[src/rtl/mul_seq_ctrl_if.sv]
// Operand/product handshake bundle for mul_seq_ctrl.
// master = requester/consumer side, slave = multiplier side.
interface mul_seq_ctrl_if #(
  parameter int N = 16
);
  logic           in_valid;
  logic           in_ready;
  logic [N-1:0]   rs1;
  logic [N-1:0]   rs2;
  logic           out_valid;
  logic           out_ready;
  logic [2*N-1:0] rd;
  logic           busy;

  modport master (
    output in_valid, rs1, rs2, out_ready,
    input  in_ready, out_valid, rd, busy
  );

  modport slave (
    input  in_valid, rs1, rs2, out_ready,
    output in_ready, out_valid, rd, busy
  );
endinterface

[src/rtl/mul_seq_ctrl.sv]
// Sequential shift-and-add unsigned multiplier, one multiplier bit per clock.
// Optional MUL_EARLY_EXIT_EN: finish RUN as soon as the remaining multiplier bits are all zero.
//
// state | meaning
// IDLE  | waiting for an operand pair (in_ready=1)
// RUN   | one shift-and-add step per edge
// DONE  | product on rd, held until out_ready
module mul_seq_ctrl #(
  parameter int N = 16
) (
  input  logic           clk,
  input  logic           rst,
  mul_seq_ctrl_if.slave  bus
);
  localparam int CW = $clog2(N + 1);

  typedef enum logic [1:0] {
    S_IDLE = 2'd0,
    S_RUN  = 2'd1,
    S_DONE = 2'd2
  } state_t;

  state_t         state_q;
  state_t         state_d;
  logic [2*N-1:0] acc_q;
  logic [2*N-1:0] mcand_q;
  logic [N-1:0]   mplier_q;
  logic [CW-1:0]  cnt_q;

  logic [N-1:0]   mplier_shift;
  logic [CW-1:0]  cnt_inc;
  logic           run_last;

  assign mplier_shift = mplier_q >> 1;
  assign cnt_inc      = cnt_q + 1'b1;

  // Early exit is safe: once the shifted multiplier is zero no further adds can occur.
`ifdef MUL_EARLY_EXIT_EN
  assign run_last = (cnt_inc == CW'(N)) || (mplier_shift == '0);
`else
  assign run_last = (cnt_inc == CW'(N));
`endif

  always_ff @(posedge clk) begin
    if (rst) begin
      state_q <= S_IDLE;
    end else begin
      state_q <= state_d;
    end
  end

  always_comb begin
    state_d       = state_q;
    bus.in_ready  = 1'b0;
    bus.out_valid = 1'b0;
    bus.busy      = 1'b0;
    case (state_q)
      S_IDLE: begin
        bus.in_ready = 1'b1;
        if (bus.in_valid) begin
          state_d = S_RUN;
        end
      end
      S_RUN: begin
        bus.busy = 1'b1;
        if (run_last) begin
          state_d = S_DONE;
        end
      end
      S_DONE: begin
        bus.busy      = 1'b1;
        bus.out_valid = 1'b1;
        if (bus.out_ready) begin
          state_d = S_IDLE;
        end
      end
      default: begin
        state_d = S_IDLE;
      end
    endcase
  end

  always_ff @(posedge clk) begin
    if (rst) begin
      acc_q    <= '0;
      mcand_q  <= '0;
      mplier_q <= '0;
      cnt_q    <= '0;
    end else begin
      case (state_q)
        S_IDLE: begin
          if (bus.in_valid) begin
            acc_q    <= '0;
            mcand_q  <= {{N{1'b0}}, bus.rs1};
            mplier_q <= bus.rs2;
            cnt_q    <= '0;
          end
        end
        S_RUN: begin
          if (mplier_q[0]) begin
            acc_q <= acc_q + mcand_q;
          end
          mcand_q  <= mcand_q << 1;
          mplier_q <= mplier_shift;
          cnt_q    <= cnt_inc;
        end
        default: begin
        end
      endcase
    end
  end

  assign bus.rd = acc_q;
endmodule

[src/flat_wrapper.sv]
// flat-port wrapper written by rule: the top's interface ports become plain ports
module mul_seq_ctrl_flat 
#(
  parameter int N = 16
)
  (clk, rst, bus_in_valid, bus_rs1, bus_rs2, bus_out_ready, bus_in_ready, bus_out_valid, bus_rd, bus_busy);
  mul_seq_ctrl_if #(.N(N)) bus_i ();
  input  logic clk;
  input  logic rst;
  input wire logic [$bits(bus_i.in_valid)-1:0] bus_in_valid;
  input wire logic [$bits(bus_i.rs1)-1:0] bus_rs1;
  input wire logic [$bits(bus_i.rs2)-1:0] bus_rs2;
  input wire logic [$bits(bus_i.out_ready)-1:0] bus_out_ready;
  output wire logic [$bits(bus_i.in_ready)-1:0] bus_in_ready;
  output wire logic [$bits(bus_i.out_valid)-1:0] bus_out_valid;
  output wire logic [$bits(bus_i.rd)-1:0] bus_rd;
  output wire logic [$bits(bus_i.busy)-1:0] bus_busy;
  assign bus_i.in_valid = bus_in_valid;
  assign bus_i.rs1 = bus_rs1;
  assign bus_i.rs2 = bus_rs2;
  assign bus_i.out_ready = bus_out_ready;
  assign bus_in_ready = bus_i.in_ready;
  assign bus_out_valid = bus_i.out_valid;
  assign bus_rd = bus_i.rd;
  assign bus_busy = bus_i.busy;
  mul_seq_ctrl #(.N(N)) u_core (.clk(clk), .rst(rst), .bus(bus_i));
endmodule
[config.mk]
export PLATFORM = sky130hd
export DESIGN_NAME = mul_seq_ctrl_flat
export DESIGN_NICKNAME = d
export VERILOG_FILES = /design/src/rtl/mul_seq_ctrl_if.sv /design/src/rtl/mul_seq_ctrl.sv /design/src/flat_wrapper.sv
export SDC_FILE = /design/constraint.sdc
export NUM_CORES = 1
export LEC_CHECK = 0
export ABC_AREA = 1
export CAP_MARGIN = 20
export CORE_MARGIN = 2
export CORE_UTILIZATION = 34
export CTS_CLUSTER_SIZE = 8
export DETAILED_ROUTE_END_ITERATION = 8
export PLACE_DENSITY = 0.52
export SLEW_MARGIN = 5
export SYNTH_ARGS = -nofsm -noshare
export SYNTH_HDL_FRONTEND = slang
export SYNTH_SLANG_ARGS = --single-unit
[constraint.sdc]
create_clock -name clk -period 3.2 [get_ports clk]
set_input_delay 0.32 -clock clk [delete_from_list [all_inputs] [get_ports clk]]
set_output_delay 0.32 -clock clk [all_outputs]
set_load 0.005 [all_outputs]
==> results list, run 1 <==
* Finished Cell Area: 6922 um2
- For met3 alone, demand over resource in global routing was 0.03326.
- Register cell area after layout: 1742 um2
* Count of antenna diodes in the layout: 0
* Final Hold Violating Endpoints: 0
- Via total after detailed routing: 5696
- Of the cells placed in the final design, the portion with a size suffix greater than 1 is 0.04618.
- Largest net degree at the start of global routing: 64
* CTS resizes: 0
- Area enclosed by the die boundary: 17920 um2
* Post-synthesis sequential area ratio: 0.3037
* Io pins: between 70 and 80
- Max-cap violations in this run came to 0.
- The die is around 130 um wide.
- Synthesis instantiated 34 different standard cells from the library.
- At the end of routability-driven placement, the weighted congestion stood at roughly 0.9.
- After synthesis the cells add up to roughly 5700 um2.
- After floorplanning, the core was sized to cover roughly 17000 um2.
- The worst setup path is launched from a register.
- In this run the static leakage power is 3.236 nW.
- Cell count after synthesis: slightly above 900
- The critical path contains buffers and inverters numbering 2 combined.
* Global Route met2 Usage: 0.2960
- Final TNS setup: 0 ps
* Layout Area Growth over Synthesis: 20.68%
- Across every metal layer, demand over resource in global routing totals 0.1917.
- Via density per instance: between 4 and 5
- Stage delay of the slowest cell on the critical path: 410 ps
* Detailed-placement wirelength estimate: between 10000 and 15000 um
- Post-Route Skew: roughly 12 ps
- STA puts the critical path data arrival time at between 2000 and 2500 ps.
- Inserted Clock Buffers: 9
- STA puts the critical path data required time at 3410 ps.
* Total power density per cell area: about 600 nW/um2
- In the finished design, the share of the clock period the worst path needs comes to 0.6972.
* Post-CTS Hold Fix Bufs: 0
* Non-filler cells in the finished layout: 1216
- DR iter-0 viols: around 350
- By startpoint and endpoint, the worst setup path is classified as register to register.
- The worst pin sits at a relative slew slack of 0.4016.
- Once detail routing completed, the nets flagged for antenna violations numbered 0.
* Setup violators final: 0
- Number of storage elements in the synthesis netlist: 87
- In this run the worst path has a maximum fanout of 4.
* CTS tree: yes
- Wire length per cell: approximately 13 um
- Yosys printed 0 warnings.
- Number of antenna violations at the first check in global routing: 0
- Critical-path cell with the highest stage delay: sky130_fd_sc_hd__fa_1
* Global-route wire length before repair: ~27000 um
- Clock tree buffer depth: 2
* Pre-antenna DRT Iters: 6
- After clock tree synthesis, the clock-pin slew on the worst setup and hold paths is 70 ps.
- Cell family with most CP delay: simple AND/OR/NAND/NOR gates
* Average footprint of a synthesized cell: just over 6 um2
- Layout fillers: 1795
- GRT Max-Usage Layer: met2
- Number of levels the H-tree was split into: 3
- The tightest min-delay check is of the register to register type.
* GR Layer Usage met1: 0.2723
- Maximum operating frequency: around 450 MHz
- For this run, the post-layout net count is 1063.
* Setup repair after global routing missed its margin: false
- Outcome: finished, final reports clean
- Skew-Pair Late Insertion Delay: roughly 350 ps
- IR analysis of the VDD net gives a maximum drop of just under 0.5 mV.
- The initial utilization of the core area, before any placement, comes to 0.3471.
- Transition time at the pin with the least slew margin: 896.7 ps
- Number of max-slew violations in the final report: 0
- The tree built by TritonCTS fans out to 87 sinks.
- Number of setup buffers added after CTS: 0
* Number of global-route vias before repair: 5421
* Buffer cell driving the clock tree root: sky130_fd_sc_hd__clkbuf_16
- Area used by multi-input combinational logic: 3343 um2
- Post-Place Cell Area: between 6000 and 7000 um2
* Cell-by-cell listing of the critical path: ha_1, inv_1, fa_1, inv_1, nand3_1, nand3_1, nand3_1, nand3_1, nand2_1, nand2_1, nand2_1, nand3_1, a21oi_1
- Final wirelength: between 15000 and 20000 um
- Total global routing overflow: 0
- DRC: 0
* Buffers on Ports: 70
* Y dimension of the die: about 130 um
* Number of placed cells counting well taps: 1200
- STA classifies the critical path endpoint as a register.
* Net count after synthesis: roughly 1000
- Standard-cell row count: 47
* Cell repeated most along the worst path: sky130_fd_sc_hd__nand3_1
* Min Tclk post-route: ~2200 ps
-- per-stage QoR --
step | total power [W] | utilization | hold slack, ps | worst slack (ps)
6_report | 0.004127 | 0.4189 | 471.0 | 969.1
5_1_grt | 0.004446 | 0.4189 | 505.9 | 735.0
4_1_cts | 0.004173 | 0.4189 | 470.2 | 976.0
3_5_place_dp | 0.002983 | 0.3994 | 459.6 | 987.0
3_3_place_gp | 0.002978 | 0.3994 | 458.2 | 993.0
2_1_floorplan | 0.002551 | - | 443.5 | 1340
-- sequential cells by signal, indices dropped and copies added (netlist names) --
name / cells
u_core.cnt_q: 5
u_core.mcand_q: 32
u_core.bus.rd: 32
u_core.mplier_q: 16
u_core.state_q: 2
-- where the power goes --
group / internal (W) / total [W] / switching, W
sequential: 0.00130 / 0.00148 / 0.000185
combinational: 0.000480 / 0.00147 / 0.000987
clock: 0.000692 / 0.00118 / 0.000485
total: 0.00247 / 0.00413 / 0.00166
-- worst min-delay path, stage by stage, from the launching register on --
cell                      delay, ps
sky130_fd_sc_hd__dfxtp_1        320
sky130_fd_sc_hd__nand2_1         60
sky130_fd_sc_hd__a21oi_1         50
-- synthesized netlist by cell type, drive strengths merged --
master / n / area [um2]
nor3: 5 / 25.02
or2: 3 / 18.77
nand2: 360 / 1364
inv: 133 / 499.2
ha: 35 / 437.9
fa: 1 / 20.02
xor2: 2 / 17.52
o21bai: 3 / 22.52
nand4: 3 / 18.77
a21oi: 84 / 424.2
o22ai: 2 / 12.51
xnor2: 2 / 17.52
a31oi: 31 / 193.9
o211ai: 1 / 7.510
a2bb2oi: 1 / 8.760
clkbuf: 17 / 63.81
dfxtp: 87 / 1742
buf: 14 / 87.58
nor2: 49 / 209.0
nand3: 50 / 270.3
nand3b: 4 / 30.03
o21ai: 46 / 230.2
a21o: 2 / 15.01
-- per-layer routing --
metal / share of wire / vias to the layer above / wire length [um]
met5: 0 / - / 0
met4: 0.017 / 0 / 280
met3: 0.035 / 16 / 575
met2: 0.43 / 92 / 7118
met1: 0.51 / 2504 / 8413
li1: - / 3084 / -
-- path summary, 6_finish.rpt --
check	from	to	slack [ps]	cells past startpoint
min	u_core.mplier_q[15]$_SDFFE_PP0P_	u_core.mplier_q[15]$_SDFFE_PP0P_	470	2
min reg2reg	u_core.mplier_q[15]$_SDFFE_PP0P_	u_core.mplier_q[15]$_SDFFE_PP0P_	470	2
max	u_core.bus.rd[0]$_SDFFE_PP0P_	u_core.bus.rd[28]$_SDFFE_PP0P_	970	13
max reg2reg	u_core.bus.rd[0]$_SDFFE_PP0P_	u_core.bus.rd[28]$_SDFFE_PP0P_	970	13
-- cell families (layout without fill, tap and decap cells) --
family	Yosys count	in the layout	share of synthesized area
and+or+nand+nor	474	474	0.3375
xor gates and xnor gates	4	4	0.006109
AOI/OAI and AO/OA	170	170	0.1595
DFF	87	87	0.3037
buffers and inverters	164	225	0.1134
adders and majority gates	36	36	0.07984
-- cells in the final DEF (no fill, tap or decap), types with 2 or more instances in the layout --
cell	n
sky130_fd_sc_hd__o22ai_1	2
sky130_fd_sc_hd__nand3_2	4
sky130_fd_sc_hd__ha_1	35
sky130_fd_sc_hd__clkdlybuf4s50_1	69
sky130_fd_sc_hd__nand2_2	5
sky130_fd_sc_hd__bufinv_16	2
sky130_fd_sc_hd__dfxtp_1	87
sky130_fd_sc_hd__xnor2_1	2
sky130_fd_sc_hd__xor2_1	2
sky130_fd_sc_hd__clkbuf_16	9
sky130_fd_sc_hd__inv_2	8
sky130_fd_sc_hd__nor3_1	5
sky130_fd_sc_hd__nand4_1	3
sky130_fd_sc_hd__or2_2	2
sky130_fd_sc_hd__o21bai_1	3
sky130_fd_sc_hd__a31oi_1	31
sky130_fd_sc_hd__nor2_1	45
sky130_fd_sc_hd__nand2_1	355
sky130_fd_sc_hd__o21ai_1	14
sky130_fd_sc_hd__nor2_4	3
sky130_fd_sc_hd__nand3_1	46
sky130_fd_sc_hd__a21oi_1	83
sky130_fd_sc_hd__buf_4	6
sky130_fd_sc_hd__nand3b_1	4
sky130_fd_sc_hd__a21o_1	2
sky130_fd_sc_hd__inv_1	125
sky130_fd_sc_hd__o21ai_0	32
-- cell type report --
class | instances | area share
sequential | 87 | 0.2516
timing repair buffer | 76 | 0.1070
inverter | 133 | 0.07213
clock inverter | 6 | 0.01338
multi-input combinational | 684 | 0.4830
tap | 220 | 0.03977
clock buffer | 10 | 0.03308
(Power assumes the default switching activity.)
==> inputs of run 2 (changes only) <==
--- a/config.mk
+++ b/config.mk
@@ -11,7 +11,7 @@
 export CORE_UTILIZATION = 34
 export CTS_CLUSTER_SIZE = 8
 export DETAILED_ROUTE_END_ITERATION = 8
-export PLACE_DENSITY = 0.52
+export PLACE_DENSITY = 0.54
 export SLEW_MARGIN = 5
 export SYNTH_ARGS = -nofsm -noshare
 export SYNTH_HDL_FRONTEND = slang
==> constraint.sdc (replaced) <==
create_clock -name clk -period 1.9 [get_ports clk]
set_input_delay 0.19 -clock clk [delete_from_list [all_inputs] [get_ports clk]]
set_output_delay 0.19 -clock clk [all_outputs]
set_load 0.005 [all_outputs]
==> run 2 against run 1 <==
Effect of this change:
- worst setup slack worse by 870 ps
- maximum frequency up 24%
- wire length up 3.1%
- via count up 5.2%
- combinational power up 110%
- sequential cell count unchanged
- non-clock buffer count up 50
- critical path type unchanged
- critical endpoint is now u_core.bus.rd[21]$_SDFFE_PP0P_
==> results list, run 2 (same netlist as run 1, synthesis figures left out) <==
- For this configuration, the core starts out at a cell density of 0.3471.
- The path class of the tightest hold or removal check is primary input to register.
- Setup slack, reg-to-reg: approximately 100 ps
* Worst-path clk slew: 70 ps
- Buffers inserted during clock tree synthesis total 9.
* Worst reg2reg endpoint: u_core.bus.rd[21]$_SDFFE_PP0P_
- Final antenna-violating net count: 0
* DR iter-0 viols: 308
* Post-CTS Hold Fix Bufs: 0
- The via count of the first global-routing pass was 5783.
- In this run the static leakage power is around 3.5 nW.
* End-of-flow core utilization: 0.4653
- At the pin with the least slew margin, the transition time is around 360 ps.
- Setup violators final: 0
- Post-Place Cell Area: 6970 um2
- Number of max-slew violations in the final report: 0
* Number of cells on the worst reg-to-reg path: 12
- Io pins: 71
- Final worst-path cycle share: 0.9473
- Skew-Pair Late Insertion Delay: 350 ps
- Measured against its own limit, the worst slew margin works out to 0.7598.
- The worst setup path is launched from a register.
* Final GP Congestion: roughly 0.9
- DRC: 0
* Count of antenna diodes in the layout: 0
* Detailed-placement wirelength estimate: ~13000 um
* Number of antenna violations at the first check in global routing: 0
- Most used cells in the layout excluding fill and tap cells: sky130_fd_sc_hd__nand2_1, sky130_fd_sc_hd__inv_1, sky130_fd_sc_hd__a21oi_1
- STA classifies the critical path endpoint as a register.
* Via density per instance: ~4.7
* Max VDD drop: 0.8834 mV
* Area enclosed by the die boundary: ~18000 um2
- Final TNS setup: 0 ps
- Global-route wire length before repair: roughly 28000 um
- The die is between 100 and 150 um tall.
* Startpoint of the lowest-slack hold path: rst
- Maximum operating frequency: about 560 MHz
- The library cell used most frequently in the layout, excluding fill and tap cells, is sky130_fd_sc_hd__nand2_1.
- The floorplan has 47 rows.
- Final Hold Violating Endpoints: 0
- Clock sink count: 87
* Wire length per cell: around 13 um
- In this run the standard cell core region covers about 17000 um2.
- Hold Path Depth: 4
- The count of buffers added on input and output ports is 70.
- Arrival time reported for the critical path endpoint: a little over 2000 ps
* Buffer cell driving the clock tree root: sky130_fd_sc_hd__clkbuf_16
- STA puts the critical path data required time at between 2000 and 2500 ps.
- Layout Area Growth over Synthesis: 34.05%
- Total track usage: 0.1927
- Die X-Extent: about 130 um
- Final hold analysis gives a worst-case slack of approximately 190 ps.
* Pre-antenna DRT Iters: 5
* Total global routing overflow: 0
* Layout net count: approximately 1100
- Via total after detailed routing: around 6000
- The worst hold path terminates at u_core.state_q[0]$_SDFFE_PP0P_.
- The final layout contains routed wiring with a total length of roughly 17000 um.
- On the final layout, the worst clock skew is approximately 7.9 ps.
- TritonCTS built the clock tree.
- Clock tree buffer depth: 2
- The run finished with clean final reports.
- Largest net degree at the start of global routing: 64
- Max-cap violations in this run came to 0.
* Category of the most critical setup path: register to register
* Critical path fanouts, max: 5
- Number of levels the H-tree was split into: 3
- Min Tclk post-route: between 1500 and 2000 ps
* Proportion of layout cells with a drive suffix above 1: 0.1683
- The startpoint identified for the worst register-to-register timing path is u_core.mcand_q[9]$_SDFFE_PP0P_.
* Layout fillers: around 1800
- Total power density per cell area: approximately 990 nW/um2
* Finished Cell Area: 7689 um2
## run 2: how the worst max path moves through the flow
stage / start / endpoint / slack, ps / cells after the start
floorplan: u_core.bus.rd[0]$_SDFFE_PP0P_ / u_core.bus.rd[16]$_SDFFE_PP0P_ / 40 / 13
global placement: u_core.bus.rd[0]$_SDFFE_PP0P_ / u_core.bus.rd[28]$_SDFFE_PP0P_ / -30 / 13
detailed placement: u_core.mcand_q[0]$_SDFFE_PP0P_ / u_core.bus.rd[28]$_SDFFE_PP0P_ / -50 / 13
CTS: u_core.mcand_q[12]$_SDFFE_PP0P_ / u_core.bus.rd[31]$_SDFFE_PP0P_ / 20 / 12
global route: u_core.mcand_q[0]$_SDFFE_PP0P_ / u_core.bus.rd[16]$_SDFFE_PP0P_ / -20 / 13
finish: u_core.mcand_q[9]$_SDFFE_PP0P_ / u_core.bus.rd[21]$_SDFFE_PP0P_ / 100 / 12
## run 2: cell type report
cell class | count | area, um2 | area share
multi-input combinational | 684 | 3692 | 0.4802
sequential | 87 | 1764 | 0.2295
timing repair buffer | 126 | 1141 | 0.1484
inverter | 133 | 499.2 | 0.06493
tap | 220 | 275.3 | 0.03580
clock buffer | 9 | 225.2 | 0.02929
clock inverter | 7 | 91.34 | 0.01188
## run 2: repair_timing
| item | CTS | global route |
|---|---|---|
| pin swaps | 0 | 8 |
| resized for setup | 4 | 83 |
| endpoints found under the hold margin | 0 | 0 |
| buffers inserted | 0 | 4 |
| endpoints found under the setup margin | 5 | 23 |
## run 2: per-layer routing
layer  vias to the layer above  routed length [um]  track usage
met1                      2677                8317       0.2613
met4                         0                 354      0.06915
met2                       100                7582       0.3054
met5                         -                   0            0
li1                       3193                   -            -
met3                        22                 647      0.03666
## run 2: power breakdown
part | switching (W) | internal (W) | leakage (nW)
Sequential | 0.000348 | 0.00221 | 0.716
Clock | 0.000867 | 0.00105 | 0.151
Combinational | 0.00180 | 0.00133 | 2.63
Total | 0.00302 | 0.00458 | 3.50
## run 2: critical path: stages, from the launching register on
cell	delay, ps
sky130_fd_sc_hd__dfxtp_2	340
sky130_fd_sc_hd__ha_2	380
sky130_fd_sc_hd__nand2_2	90
sky130_fd_sc_hd__inv_2	60
sky130_fd_sc_hd__nand2_1	80
sky130_fd_sc_hd__nor3_1	130
sky130_fd_sc_hd__nand2_1	120
sky130_fd_sc_hd__nand2_2	140
sky130_fd_sc_hd__nand2_2	100
sky130_fd_sc_hd__nand2_1	70
sky130_fd_sc_hd__nand2_1	50
sky130_fd_sc_hd__nand3_1	60
sky130_fd_sc_hd__a21oi_1	60
## run 2: per-stage QoR
| stage | worst slack, ps | power [W] | instances |
|---|---|---|---|
| 2_1_floorplan | 40.06 | 0.004296 | 935 |
| 3_3_place_gp | -29.17 | 0.005426 | 1246 |
| 3_5_place_dp | -48.84 | 0.005425 | 1246 |
| 4_1_cts | 15.89 | 0.007386 | 1262 |
| 5_1_grt | -18.53 | 0.008146 | 1266 |
| 6_report | 100.1 | 0.007598 | 1266 |
==> inputs of run 3 (changes only) <==
--- a/config.mk
+++ b/config.mk
@@ -12,6 +12,7 @@
 export CTS_CLUSTER_SIZE = 8
 export DETAILED_ROUTE_END_ITERATION = 8
 export PLACE_DENSITY = 0.54
+export RECOVER_POWER = 50
 export SLEW_MARGIN = 5
 export SYNTH_ARGS = -nofsm -noshare
 export SYNTH_HDL_FRONTEND = slang
==> run 3 against run 2 <==
Effect of this change:
- clock-buffer cell count unchanged
- sequential share of layout area unchanged
- clock power barely moved
- via count rose by 0.17%
- worst setup slack better by 5.9 ps
- combinational power hardly changed
- maximum frequency rose by 0.33%
- critical path type unchanged
- largest power group unchanged
- sequential power hardly changed
==> results list, run 3 (same netlist as run 1, synthesis figures left out) <==
- Outcome: finished, final reports clean
* Clock tree buffer depth: 2
* Wire length per cell: 13.36 um
- The library cell used most frequently in the layout, excluding fill and tap cells, is sky130_fd_sc_hd__nand2_1.
- Min Tclk post-route: about 1800 ps
- For the worst setup path, the data arrival time is between 2000 and 2500 ps.
- In this run, post-CTS hold repair placed 0 buffers.
- Total track usage: 0.1927
* Maximum operating frequency: ~560 MHz
- Pre-antenna DRT Iters: 4
- Number of antenna violations at the first check in global routing: 0
* Standard-cell row count: 47
- Buffers on Ports: 70
- On the final layout, the worst hold slack is between 150 and 200 ps.
- At the worst endpoint, the required time is about 2200 ps.
- The area growth from synthesis to layout is 34.05%.
* Number of max-slew violations in the final report: 0
* Area used by multi-input combinational logic: about 3700 um2
- Summed over all nets, the half-perimeter wirelength after detailed placement is about 13000 um.
- The tightest min-delay check is of the primary input to register type.
- Total global routing overflow: 0
- The final count of hold timing violations is 0.
- Critical-path cell with the highest stage delay: sky130_fd_sc_hd__ha_1
- Area enclosed by the die boundary: approximately 18000 um2
- Count of antenna diodes in the layout: 0
* Y dimension of the die: 133.9 um
- The floorplan step defined a core boundary enclosing about 17000 um2.
* Stage delay of the slowest cell on the critical path: between 300 and 400 ps
- The sequential cells in the finished layout cover a total of approximately 1800 um2.
- Startpoint type of the worst setup path: register
- Post-Route Skew: 7.260 ps
- The routed design has 16910 um of wire.
- For this run, design rule violations remaining after detail routing come to 0.
- Setup slack, reg-to-reg: approximately 110 ps
- Critical path fanouts, max: 5
* Cell family with most CP delay: simple AND/OR/NAND/NOR gates
* Transition time at the pin with the least slew margin: between 300 and 400 ps
- The detailed router placed roughly 6000 vias in this run.
- The first global-routing pass estimated approximately 28000 um of wire.
- The critical path contains buffers and inverters numbering 2 combined.
- Final antenna-violating net count: 0
- Using the TritonRoute via totals, the vias-per-cell ratio works out to 4.741.
- Pin placement for this block handled 71 I/O pins.
* End-of-flow core utilization: 0.4653
- Max_cap viols: 0
- At the later pin of the worst-skew pair, clock insertion delay measures 350 ps.
- In this run, CTS created clock tree buffers numbering 9.
- Cell repeated most along the worst path: sky130_fd_sc_hd__nand2_1
- Overall power consumption after layout is estimated at 0.007604 W.
* Worst slew margin relative to its limit: 0.7600
- Setup violators final: 0
- Layout net count: between 1000 and 1500
- Max VDD drop: 0.8837 mV
- In the final layout, the share of cells above drive strength 1 is 0.1683.
- Total power density per cell area: around 1000 nW/um2
- The die is 133.9 um wide.
* Final worst-path cycle share: 0.9442
- Category of the most critical setup path: register to register
- Effective utilization at floorplan: 0.3471
- Clock sink count: 87
- The filler cells instantiated in the layout total 1756.
- Entering global routing, the biggest net connects 64 pins.
* Cell-by-cell listing of the critical path: ha_1, nand2_1, inv_1, nand2_1, nand2_1, inv_1, nand2_1, a21oi_2, nand2_1, nand2_1, nand3_1, a21oi_1
- Most used cells in the layout excluding fill and tap cells: sky130_fd_sc_hd__nand2_1, sky130_fd_sc_hd__inv_1, sky130_fd_sc_hd__a21oi_1
* Static leakage power: approximately 3.6 nW
- Clock-pin slew was measured on the worst setup and hold paths at approximately 70 ps.
- After the first detailed-routing iteration, the DRC count stood at about 320.
- The H-tree was split into 3 levels.
- Sort of element at the end of the critical path: register
- At the end of routability-driven placement, the weighted congestion stood at between 0.8 and 0.9.
* Number of global-route vias before repair: around 5800
- CTS tree: yes
- CTS placed an instance of sky130_fd_sc_hd__clkbuf_16 at the clock tree root.
## run 3: cell types whose count changed in the layout (fill, tap and decap cells not counted)
cell,delta
sky130_fd_sc_hd__dlygate4sd3_1,+16
sky130_fd_sc_hd__clkdlybuf4s50_1,-16
## run 3: area by class of cell
cell class | instances | share of cell area
multi-input cells | 684 | 0.4802
clock inverters | 7 | 0.01188
repair buffers | 126 | 0.1484
clock buffers | 9 | 0.02929
well taps | 220 | 0.03580
flip-flops and latches | 87 | 0.2295
inverters | 133 | 0.06493
## run 3: worst paths after layout
path | startpoint | endpoint | cells past startpoint
setup / recovery | u_core.bus.rd[22]$_SDFFE_PP0P_ | u_core.bus.rd[31]$_SDFFE_PP0P_ | 12
setup reg to reg | u_core.bus.rd[22]$_SDFFE_PP0P_ | u_core.bus.rd[31]$_SDFFE_PP0P_ | 12
hold reg to reg | u_core.mplier_q[15]$_SDFFE_PP0P_ | u_core.mplier_q[15]$_SDFFE_PP0P_ | 2
hold / removal | rst | u_core.state_q[0]$_SDFFE_PP0P_ | 4
## run 3: power breakdown
part,switching [W],leakage (nW),internal [W]
Clock,0.000866,0.151,0.00105
Combinational,0.00181,2.69,0.00132
Sequential,0.000352,0.716,0.00221
Total,0.00302,3.55,0.00458
## run 3: tightest hold or removal path, stage by stage
cell	delay (ps)
sky130_fd_sc_hd__buf_2	110
sky130_fd_sc_hd__inv_1	80
sky130_fd_sc_hd__o21ai_0	80
sky130_fd_sc_hd__nor2_1	40
## run 3: routing by layer
metal | GRT usage | wire length [um]
met3 | 0.03666 | 651
met1 | 0.2613 | 8298
met2 | 0.3054 | 7599
met5 | 0 | 0
met4 | 0.06915 | 359
## run 3: timing repair
action | CTS | global route
endpoints found under the setup margin | 5 | 23
pin swaps | 0 | 8
gates resized for setup | 4 | 83
buffers inserted | 0 | 4
## run 3: through the flow
step	worst slack (ps)	cells	instance area, um2	setup TNS (ps)
floorplan	40.06	935	5736	0
global placement	-29.17	1246	6970	-43.04
detailed placement	-48.84	1246	6970	-113.3
CTS	15.89	1262	7302	0
global route	-18.53	1266	7689	-29.45
finish	106.0	1266	7689	0
